[config.mk]
export PLATFORM = sky130hd
export DESIGN_NAME = power_management_controller_flat
export DESIGN_NICKNAME = d
export VERILOG_FILES = /design/src/rtl/power_management_controller_if.sv /design/src/rtl/power_management_controller.sv /design/src/flat_wrapper.sv
export SDC_FILE = /design/constraint.sdc
export NUM_CORES = 1
export LEC_CHECK = 0
export BUFFER_PORTS_ARGS = -buffer_cell sky130_fd_sc_hd__buf_2
export CORE_UTILIZATION = 55
export DETAILED_ROUTE_END_ITERATION = 8
export PLACE_DENSITY_LB_ADDON = 0.25
export SLEW_MARGIN = 10
export SYNTH_ARGS = -nofsm -noshare
export SYNTH_HDL_FRONTEND = slang
export SYNTH_SLANG_ARGS = --single-unit
[constraint.sdc]
create_clock -name clk_periph_25mhz -period 2.6 [get_ports clk_periph_25mhz]
set_clock_uncertainty 0.05 [all_clocks]
set_input_delay 0.52 -clock clk_periph_25mhz [delete_from_list [all_inputs] [get_ports clk_periph_25mhz]]
set_output_delay 0.52 -clock clk_periph_25mhz [all_outputs]
set_load 0.02 [all_outputs]
[src/rtl/power_management_controller_if.sv]
// Status, request and power-control signals between the power controller and its cores/CMU.
// The slave modport is the controller; the master modport is the surrounding SoC or bench.
interface power_management_controller_if;
    logic       pll_locked;
    logic       clocks_stable;
    logic       sleep_req_rt;
    logic       sleep_req_gp;
    logic       sleep_ack_rt;
    logic       sleep_ack_gp;
    logic [7:0] wake_irq;
    logic [7:0] wake_mask;
    logic       periph_activity;
    logic       power_down_rt;
    logic       power_down_gp;
    logic       power_down_periph;
    logic [1:0] rt_state;
    logic [1:0] gp_state;
    logic [7:0] wake_cause;
    logic       wake_done_rt;
    logic       wake_done_gp;

    modport master (
        output pll_locked, clocks_stable, sleep_req_rt, sleep_req_gp,
               wake_irq, wake_mask, periph_activity,
        input  sleep_ack_rt, sleep_ack_gp, power_down_rt, power_down_gp,
               power_down_periph, rt_state, gp_state, wake_cause,
               wake_done_rt, wake_done_gp
    );

    modport slave (
        input  pll_locked, clocks_stable, sleep_req_rt, sleep_req_gp,
               wake_irq, wake_mask, periph_activity,
        output sleep_ack_rt, sleep_ack_gp, power_down_rt, power_down_gp,
               power_down_periph, rt_state, gp_state, wake_cause,
               wake_done_rt, wake_done_gp
    );
endinterface

[src/rtl/power_management_controller.sv]
// Sleep/wake sequencer for RT and GP cores plus idle-timed peripheral power-down.
// Sleep ACK one cycle after the request edge, OFF the next; no backpressure, all outputs registered.
module power_management_controller #(
    parameter int unsigned WAKE_SETTLE  = 16,
    parameter int unsigned IDLE_TIMEOUT = 1000
) (
    input logic                          clk_periph_25mhz,
    input logic                          rst_periph,
    power_management_controller_if.slave pm
);
    typedef enum logic [1:0] {
        ST_RUN  = 2'd0,
        ST_ACK  = 2'd1,
        ST_OFF  = 2'd2,
        ST_WAKE = 2'd3
    } core_st_e;

    localparam logic [7:0]  SETTLE_INIT = 8'(WAKE_SETTLE - 1);
    localparam logic [15:0] IDLE_LAST   = 16'(IDLE_TIMEOUT - 1);

    // Index 0 is the RT core, index 1 the GP core.
    core_st_e    st_q [2];
    core_st_e    st_d [2];
    logic [7:0]  settle_q [2];
    logic [7:0]  settle_d [2];
    logic [1:0]  pend_q, pend_d, pend_now;
    logic [1:0]  req_prev_q, req;
    logic [1:0]  done_q, done_d;
    logic [15:0] idle_q, idle_d;
    logic        pd_periph_q, pd_periph_d;
    logic [7:0]  cause_q, cause_d;
    logic        wake_any, to_wake, all_off_q, all_off_d;

    always_comb begin
        wake_any = |(pm.wake_irq & pm.wake_mask);
        req      = {pm.sleep_req_gp, pm.sleep_req_rt};
        to_wake  = 1'b0;
        pend_now = pend_q | (req & ~req_prev_q);
        pend_d   = pend_now;
        done_d   = 2'b00;
        for (int c = 0; c < 2; c++) begin
            st_d[c]     = st_q[c];
            settle_d[c] = settle_q[c];
            case (st_q[c])
                ST_RUN: begin
                    if (pend_now[c] && pm.clocks_stable && pm.pll_locked && !wake_any) begin
                        st_d[c]   = ST_ACK;
                        pend_d[c] = 1'b0;
                    end
                end
                ST_ACK: st_d[c] = ST_OFF;
                ST_OFF: begin
                    if (wake_any || !pm.pll_locked) begin
                        st_d[c]     = ST_WAKE;
                        settle_d[c] = SETTLE_INIT;
                        to_wake     = 1'b1;
                    end
                end
                default: begin
                    if (settle_q[c] == 8'd0 && pm.clocks_stable) begin
                        st_d[c]   = ST_RUN;
                        done_d[c] = 1'b1;
                    end else if (settle_q[c] != 8'd0) begin
                        settle_d[c] = settle_q[c] - 8'd1;
                    end
                end
            endcase
        end

        cause_d   = to_wake ? (pm.wake_irq & pm.wake_mask) : cause_q;
        all_off_q = (st_q[0] == ST_OFF) && (st_q[1] == ST_OFF);
        all_off_d = (st_d[0] == ST_OFF) && (st_d[1] == ST_OFF);

        // Clearing looks at next state so the peripheral domain powers up
        // on the same edge the waking core leaves OFF.
        idle_d      = 16'd0;
        pd_periph_d = pd_periph_q;
        if (!all_off_d || pm.periph_activity) begin
            pd_periph_d = 1'b0;
        end else if (all_off_q && !pd_periph_q) begin
            if (idle_q == IDLE_LAST) pd_periph_d = 1'b1;
            else                     idle_d      = idle_q + 16'd1;
        end
    end

    always_ff @(posedge clk_periph_25mhz) begin
        if (rst_periph) begin
            for (int c = 0; c < 2; c++) begin
                st_q[c]     <= ST_RUN;
                settle_q[c] <= 8'd0;
            end
            pend_q      <= 2'b00;
            req_prev_q  <= 2'b00;
            done_q      <= 2'b00;
            idle_q      <= 16'd0;
            pd_periph_q <= 1'b0;
            cause_q     <= 8'd0;
        end else begin
            for (int c = 0; c < 2; c++) begin
                st_q[c]     <= st_d[c];
                settle_q[c] <= settle_d[c];
            end
            pend_q      <= pend_d;
            req_prev_q  <= req;
            done_q      <= done_d;
            idle_q      <= idle_d;
            pd_periph_q <= pd_periph_d;
            cause_q     <= cause_d;
        end
    end

    assign pm.sleep_ack_rt      = (st_q[0] == ST_ACK);
    assign pm.sleep_ack_gp      = (st_q[1] == ST_ACK);
    assign pm.power_down_rt     = (st_q[0] == ST_OFF);
    assign pm.power_down_gp     = (st_q[1] == ST_OFF);
    assign pm.power_down_periph = pd_periph_q;
    assign pm.rt_state          = st_q[0];
    assign pm.gp_state          = st_q[1];
    assign pm.wake_cause        = cause_q;
    assign pm.wake_done_rt      = done_q[0];
    assign pm.wake_done_gp      = done_q[1];
endmodule

[src/flat_wrapper.sv]
// flat-port wrapper written by rule: the top's interface ports become plain ports
module power_management_controller_flat 
#(
    parameter int unsigned WAKE_SETTLE  = 16,
    parameter int unsigned IDLE_TIMEOUT = 1000
)
  (clk_periph_25mhz, rst_periph, pm_pll_locked, pm_clocks_stable, pm_sleep_req_rt, pm_sleep_req_gp, pm_wake_irq, pm_wake_mask, pm_periph_activity, pm_sleep_ack_rt, pm_sleep_ack_gp, pm_power_down_rt, pm_power_down_gp, pm_power_down_periph, pm_rt_state, pm_gp_state, pm_wake_cause, pm_wake_done_rt, pm_wake_done_gp);
  power_management_controller_if pm_i ();
  input logic clk_periph_25mhz;
  input logic rst_periph;
  input wire logic [$bits(pm_i.pll_locked)-1:0] pm_pll_locked;
  input wire logic [$bits(pm_i.clocks_stable)-1:0] pm_clocks_stable;
  input wire logic [$bits(pm_i.sleep_req_rt)-1:0] pm_sleep_req_rt;
  input wire logic [$bits(pm_i.sleep_req_gp)-1:0] pm_sleep_req_gp;
  input wire logic [$bits(pm_i.wake_irq)-1:0] pm_wake_irq;
  input wire logic [$bits(pm_i.wake_mask)-1:0] pm_wake_mask;
  input wire logic [$bits(pm_i.periph_activity)-1:0] pm_periph_activity;
  output wire logic [$bits(pm_i.sleep_ack_rt)-1:0] pm_sleep_ack_rt;
  output wire logic [$bits(pm_i.sleep_ack_gp)-1:0] pm_sleep_ack_gp;
  output wire logic [$bits(pm_i.power_down_rt)-1:0] pm_power_down_rt;
  output wire logic [$bits(pm_i.power_down_gp)-1:0] pm_power_down_gp;
  output wire logic [$bits(pm_i.power_down_periph)-1:0] pm_power_down_periph;
  output wire logic [$bits(pm_i.rt_state)-1:0] pm_rt_state;
  output wire logic [$bits(pm_i.gp_state)-1:0] pm_gp_state;
  output wire logic [$bits(pm_i.wake_cause)-1:0] pm_wake_cause;
  output wire logic [$bits(pm_i.wake_done_rt)-1:0] pm_wake_done_rt;
  output wire logic [$bits(pm_i.wake_done_gp)-1:0] pm_wake_done_gp;
  assign pm_i.pll_locked = pm_pll_locked;
  assign pm_i.clocks_stable = pm_clocks_stable;
  assign pm_i.sleep_req_rt = pm_sleep_req_rt;
  assign pm_i.sleep_req_gp = pm_sleep_req_gp;
  assign pm_i.wake_irq = pm_wake_irq;
  assign pm_i.wake_mask = pm_wake_mask;
  assign pm_i.periph_activity = pm_periph_activity;
  assign pm_sleep_ack_rt = pm_i.sleep_ack_rt;
  assign pm_sleep_ack_gp = pm_i.sleep_ack_gp;
  assign pm_power_down_rt = pm_i.power_down_rt;
  assign pm_power_down_gp = pm_i.power_down_gp;
  assign pm_power_down_periph = pm_i.power_down_periph;
  assign pm_rt_state = pm_i.rt_state;
  assign pm_gp_state = pm_i.gp_state;
  assign pm_wake_cause = pm_i.wake_cause;
  assign pm_wake_done_rt = pm_i.wake_done_rt;
  assign pm_wake_done_gp = pm_i.wake_done_gp;
  power_management_controller #(.WAKE_SETTLE(WAKE_SETTLE), .IDLE_TIMEOUT(IDLE_TIMEOUT)) u_core (.clk_periph_25mhz(clk_periph_25mhz), .rst_periph(rst_periph), .pm(pm_i));
endmodule
Yosys cells after proc, flatten, opt, wreduce, memory -nomap -nowiden --
Memory sizes are Yosys's and may differ from the RTL's. Cells that the tools add are included.
Cells by class: equal/unequal tests 7, reduce and logical (&&, ||, !) cells 31, bitwise gates (word level) 9, muxes and demuxes 33, $add $sub $neg 3
Operator list (count):
- two-way mux 8 bit | 8
- case mux 8 bit (2 select lines) | 2
- adder 16 x 1 -> 16 bit, second input constant | 1
- equality test 16 x 10 -> 1 bit, second input constant | 1
- logical NOT 8 bit | 2
- two-way mux 2 bit | 8
- nonzero test 8 bit | 2
- subtractor 8 x 1 -> 8 bit, second input constant | 2
- two-way mux 1 bit | 13
- case mux 2 bit (3 select lines) | 2
- OR reduction 4 bit | 3
- logical AND 1 bit | 11
- AND 8 bit | 1
- equality test 2 bit, second input constant | 4
- OR reduction 8 bit | 1
- OR reduction 2 bit | 3
- equality test 2 x 1 -> 1 bit, second input constant | 2
- logical NOT 1 bit | 4
- logical NOT 2 bit | 2
- OR 1 bit | 4
- AND 2 bit | 1
- logical OR 1 bit | 2
- NOT 2 bit | 1
- OR 2 bit | 1
- 2 further kinds | 2
Word-level totals: memories kept 2, bits in writable memories 20, input bits 23, register bits 31, output and inout port bits 19
Memories:
- u_core.settle_q | depth 2, bits a word 8, read ports 2, clocked after Yosys merged registers in 0, write ports 2, line power_management_controller.sv:24 | logic [7:0] settle_q [2];
- u_core.st_q | depth 2, bits a word 2, read ports 2, clocked after Yosys merged registers in 0, write ports 2, line power_management_controller.sv:22 | core_st_e st_q [2];

Longest topological paths before layout --
word-level depth 13, gate-level depth with buffers 8, mapped depth without buffers 7

Least setup slack after synthesis --
Ideal clock, no wire load.
path type register -> register, start point mem u_core.st_q[0][3] (netlist name), end point reg u_core.idle_q[11], cell stages (with the launch flop) 7, required time 2.431 ns, setup time 0.119 ns, arrival time 2.139 ns, path slack 0.291 ns, clock period less this slack 2.309 ns, path buffers 1, path through dfxtp_1 -> ha_1 -> inv_1 -> a211o_1 -> a221oi_2 -> buf_4 -> nor3_1
RTL lines:
- start, declared | line power_management_controller.sv:22
- end signal, assigned | line power_management_controller.sv:106 | idle_q <= idle_d;
- end, declared | line power_management_controller.sv:29 | logic [15:0] idle_q, idle_d;

==> metrics.yaml <==
outcome: "completed"
cts_sinks: 51
antenna_cells: 0
ys_types: 54
grt_use_met1_pct: 32.47
pre_cts_ws_ps: 198.4
routed_via_density: 5.975
rsz0062_at_grt: "no"
cp_cell_sequence: "inv_1 -> ha_1 -> nor3b_1 -> nand2_1 -> o21ai_0 -> a22oi_4 -> buf_12 -> nor4b_1"
clock_latency_ps: 300
timing.final.ws_setup_ps: 379.3
final-setup-viol-count: 0
die_area_sq_um: 5292
layout_worst_path_cycle_share_pct: 85.41
worstHoldPathType: "in -> reg"
use_met2_pct: 42.37
clockBufferDepth: 2
dieWidth_microns: 72.75
critical_path.endpoint_type: "register"
yosys_warnings: 0
path_class: "reg -> reg"
grt_overflow: 0
dpl.hpwl_mm: 4.500
synth_mux_area_share_pct: 1.091
syn_avg_cell_area_sq_um: 8.629
whs_ps: 402.4
io_pins: 42
ys_ff_latch: 51
crit_buf_inv: 2
postLayoutCoreUtil_pct: 66.63
place_congestion: 0.8380
drv_cap: 0
dpl-instance-area_sq_um: 3083
grt_use_total_pct: 24.99
synth_seq_area_share_pct: 37.09
cellPowerDensity_nw_per_um2: 529.8
synth_xor_area_share_pct: 3.500
cp.required_ps: 2760
cpPeakStageDelay_ps: 390
yosys-top-cells-count: "51 x dfxtp_1, 26 x nand2_1, 23 x a21oi_1, 23 x nand3_1, 19 x inv_1"
synth_adder_area_share_pct: 5.909
core_area_sq_um: 4755
clk_pin_slew_ps: 90
ctsHoldBuffers: 0
rows: 25
cts_max_level: 2
p_leak_uw: 0.001253
ir_drop_uv: 267.1
fin_area_sq_um: 3168
start_util_pct: 57.89
relSlewSlack_pct: 56.32
grt_pass1_vias: 2293
async_flop_share_pct: 0
crit_path_top_delay_cell: "nor3b_1"
wl_mm: 6.356
grt_first_pass_wirelength_mm: 10.46
synth_flop_cell: "dfxtp_1"
syn_inst: 319
met3_usage_pct: 4.972
tightest_slew_ps: 655.3
post-cts-setup-buffers: 0
timing.fmax_ghz: 0.4503
synth_area_leaders: "dfxtp_1 37%, ha_1 5.9%, a21oi_1 4.2%"
drcViolationCount: 0
synth_compound_area_share_pct: 18.27
period_needed_ps: 2221
die_h_microns: 72.75
synth.largest_area_cell: "dfxtp_1"
busiest_layer: "met2"
port_buffers: 41
synth_top_area_share_pct: 37.09
drive_gt1_share_pct: 19.35
ctsResizeCount: 0
synth_area_sq_um: 2753
arrival_ps: 2380
critPathTopFamily: "simple AND/OR/NAND/NOR gates"
synthSimpleGateAreaFrac_pct: 29.14
antenna_found_initial: 0
drv_slew: 0
vias: 2593
finalSetupTns_ps: 0
synth_edf_count: 0
numCtsBuffers: 5
cts_tree: "built"
wl_per_cell_microns: 14.65
start_kind: "register"
synth_top_family_by_area: "simple AND/OR/NAND/NOR gates"
yosysMostFrequentCell: "dfxtp_1"
layout.nets: 402
grt_max_degree: 24
root_buffer: "clkbuf_8"
hold_viol: 0
cp_max_fo: 18
first_iter_violations: 187
area_growth_syn_to_layout_pct: 15.09
n_fill_cell: 418
dr.pass1.iters: 4
ant_nets: 0
synthesis.nets: 355
## kinds of logic (layout without fill, tap and decap cells)
family	Yosys count	count (layout)
adder cells (fa/ha/maj)	13	13
AND/OR/NAND/NOR	142	142
XOR/XNOR	11	11
buffers and inverters	31	79
flip-flops	51	51
multiplexers	3	3
AO/OA/AOI/OAI	68	68
## cell type report
type / instances / area [sq um] / area share (%)
flip-flops and latches: 51 / 1021 / 32.23
clock inverters: 2 / 12.51 / 0.3949
multi-input cells: 237 / 1594 / 50.32
repair buffers: 52 / 312.8 / 9.874
clock buffers: 6 / 72.57 / 2.291
inverters: 19 / 71.32 / 2.251
well taps: 67 / 83.83 / 2.646
## sequential cells by signal, indices dropped and copies added (netlist names)
| signal | count |
|---|---|
| u_core.st_q | 4 |
| u_core.settle_q | 16 |
| u_core.done_q | 2 |
| u_core.pm.wake_cause | 8 |
| u_core.req_prev_q | 2 |
| u_core.pm.power_down_periph | 1 |
| u_core.idle_q | 16 |
| u_core.pend_q | 2 |
## routing by layer
metal	wire, microns	share of wire, %
met2	2984	47
met4	57	0.90
met3	335	5.3
met5	0	0
met1	2979	47
## final timing paths
kind / startpoint / end / slack (ps) / cells past startpoint
worst max-delay path: u_core.settle_q[0][0] / u_core.pm.power_down_periph / 380 / 8
worst min-delay path: pm_sleep_req_rt / u_core.req_prev_q[0] / 400 / 2
worst max register to register: u_core.settle_q[0][0] / u_core.pm.power_down_periph / 380 / 8
worst min register to register: u_core.pm.wake_cause[5] / u_core.pm.wake_cause[5] / 410 / 2
## per-stage QoR
stage,power (uW),instances
floorplan,1116,319
global placement,1235,426
detailed placement,1247,426
CTS,1696,434
global route,1762,434
finish,1679,434
## cells in the final DEF, fill, tap and decap left out, types with 3 or more instances in the layout
| master | instances |
|---|---|
| a211oi_1 | 5 |
| a21o_1 | 4 |
| a21oi_1 | 23 |
| a31oi_1 | 3 |
| a41o_1 | 4 |
| and2_1 | 3 |
| and4_1 | 6 |
| buf_2 | 41 |
| buf_4 | 9 |
| clkbuf_8 | 5 |
| dfxtp_1 | 51 |
| ha_1 | 13 |
| inv_1 | 19 |
| mux2i_1 | 3 |
| nand2_1 | 26 |
| nand2b_1 | 3 |
| nand3_1 | 23 |
| nand4_1 | 18 |
| nor2_1 | 9 |
| nor3_1 | 18 |
| nor3_2 | 3 |
| nor4_1 | 9 |
| o2111ai_1 | 3 |
| o21ai_0 | 7 |
| o31a_1 | 3 |
| o31ai_1 | 3 |
| or3_1 | 5 |
| or4_1 | 3 |
| xnor2_1 | 8 |
| xor2_1 | 3 |
## power breakdown
part | switching (uW) | internal, uW
clock network | 257 | 189
logic | 244 | 159
registers | 22.0 | 808
## worst register-to-register path: cells and delay by family, from the launching register on
| kind | cells | cell delay [ps] |
|---|---|---|
| flops | 1 | 350 |
| compound gates | 2 | 460 |
| buf+inv | 2 | 260 |
| fa+ha+maj | 1 | 140 |
| simple gates | 3 | 860 |
No activity file was read; power rests on OpenSTA's default activity.
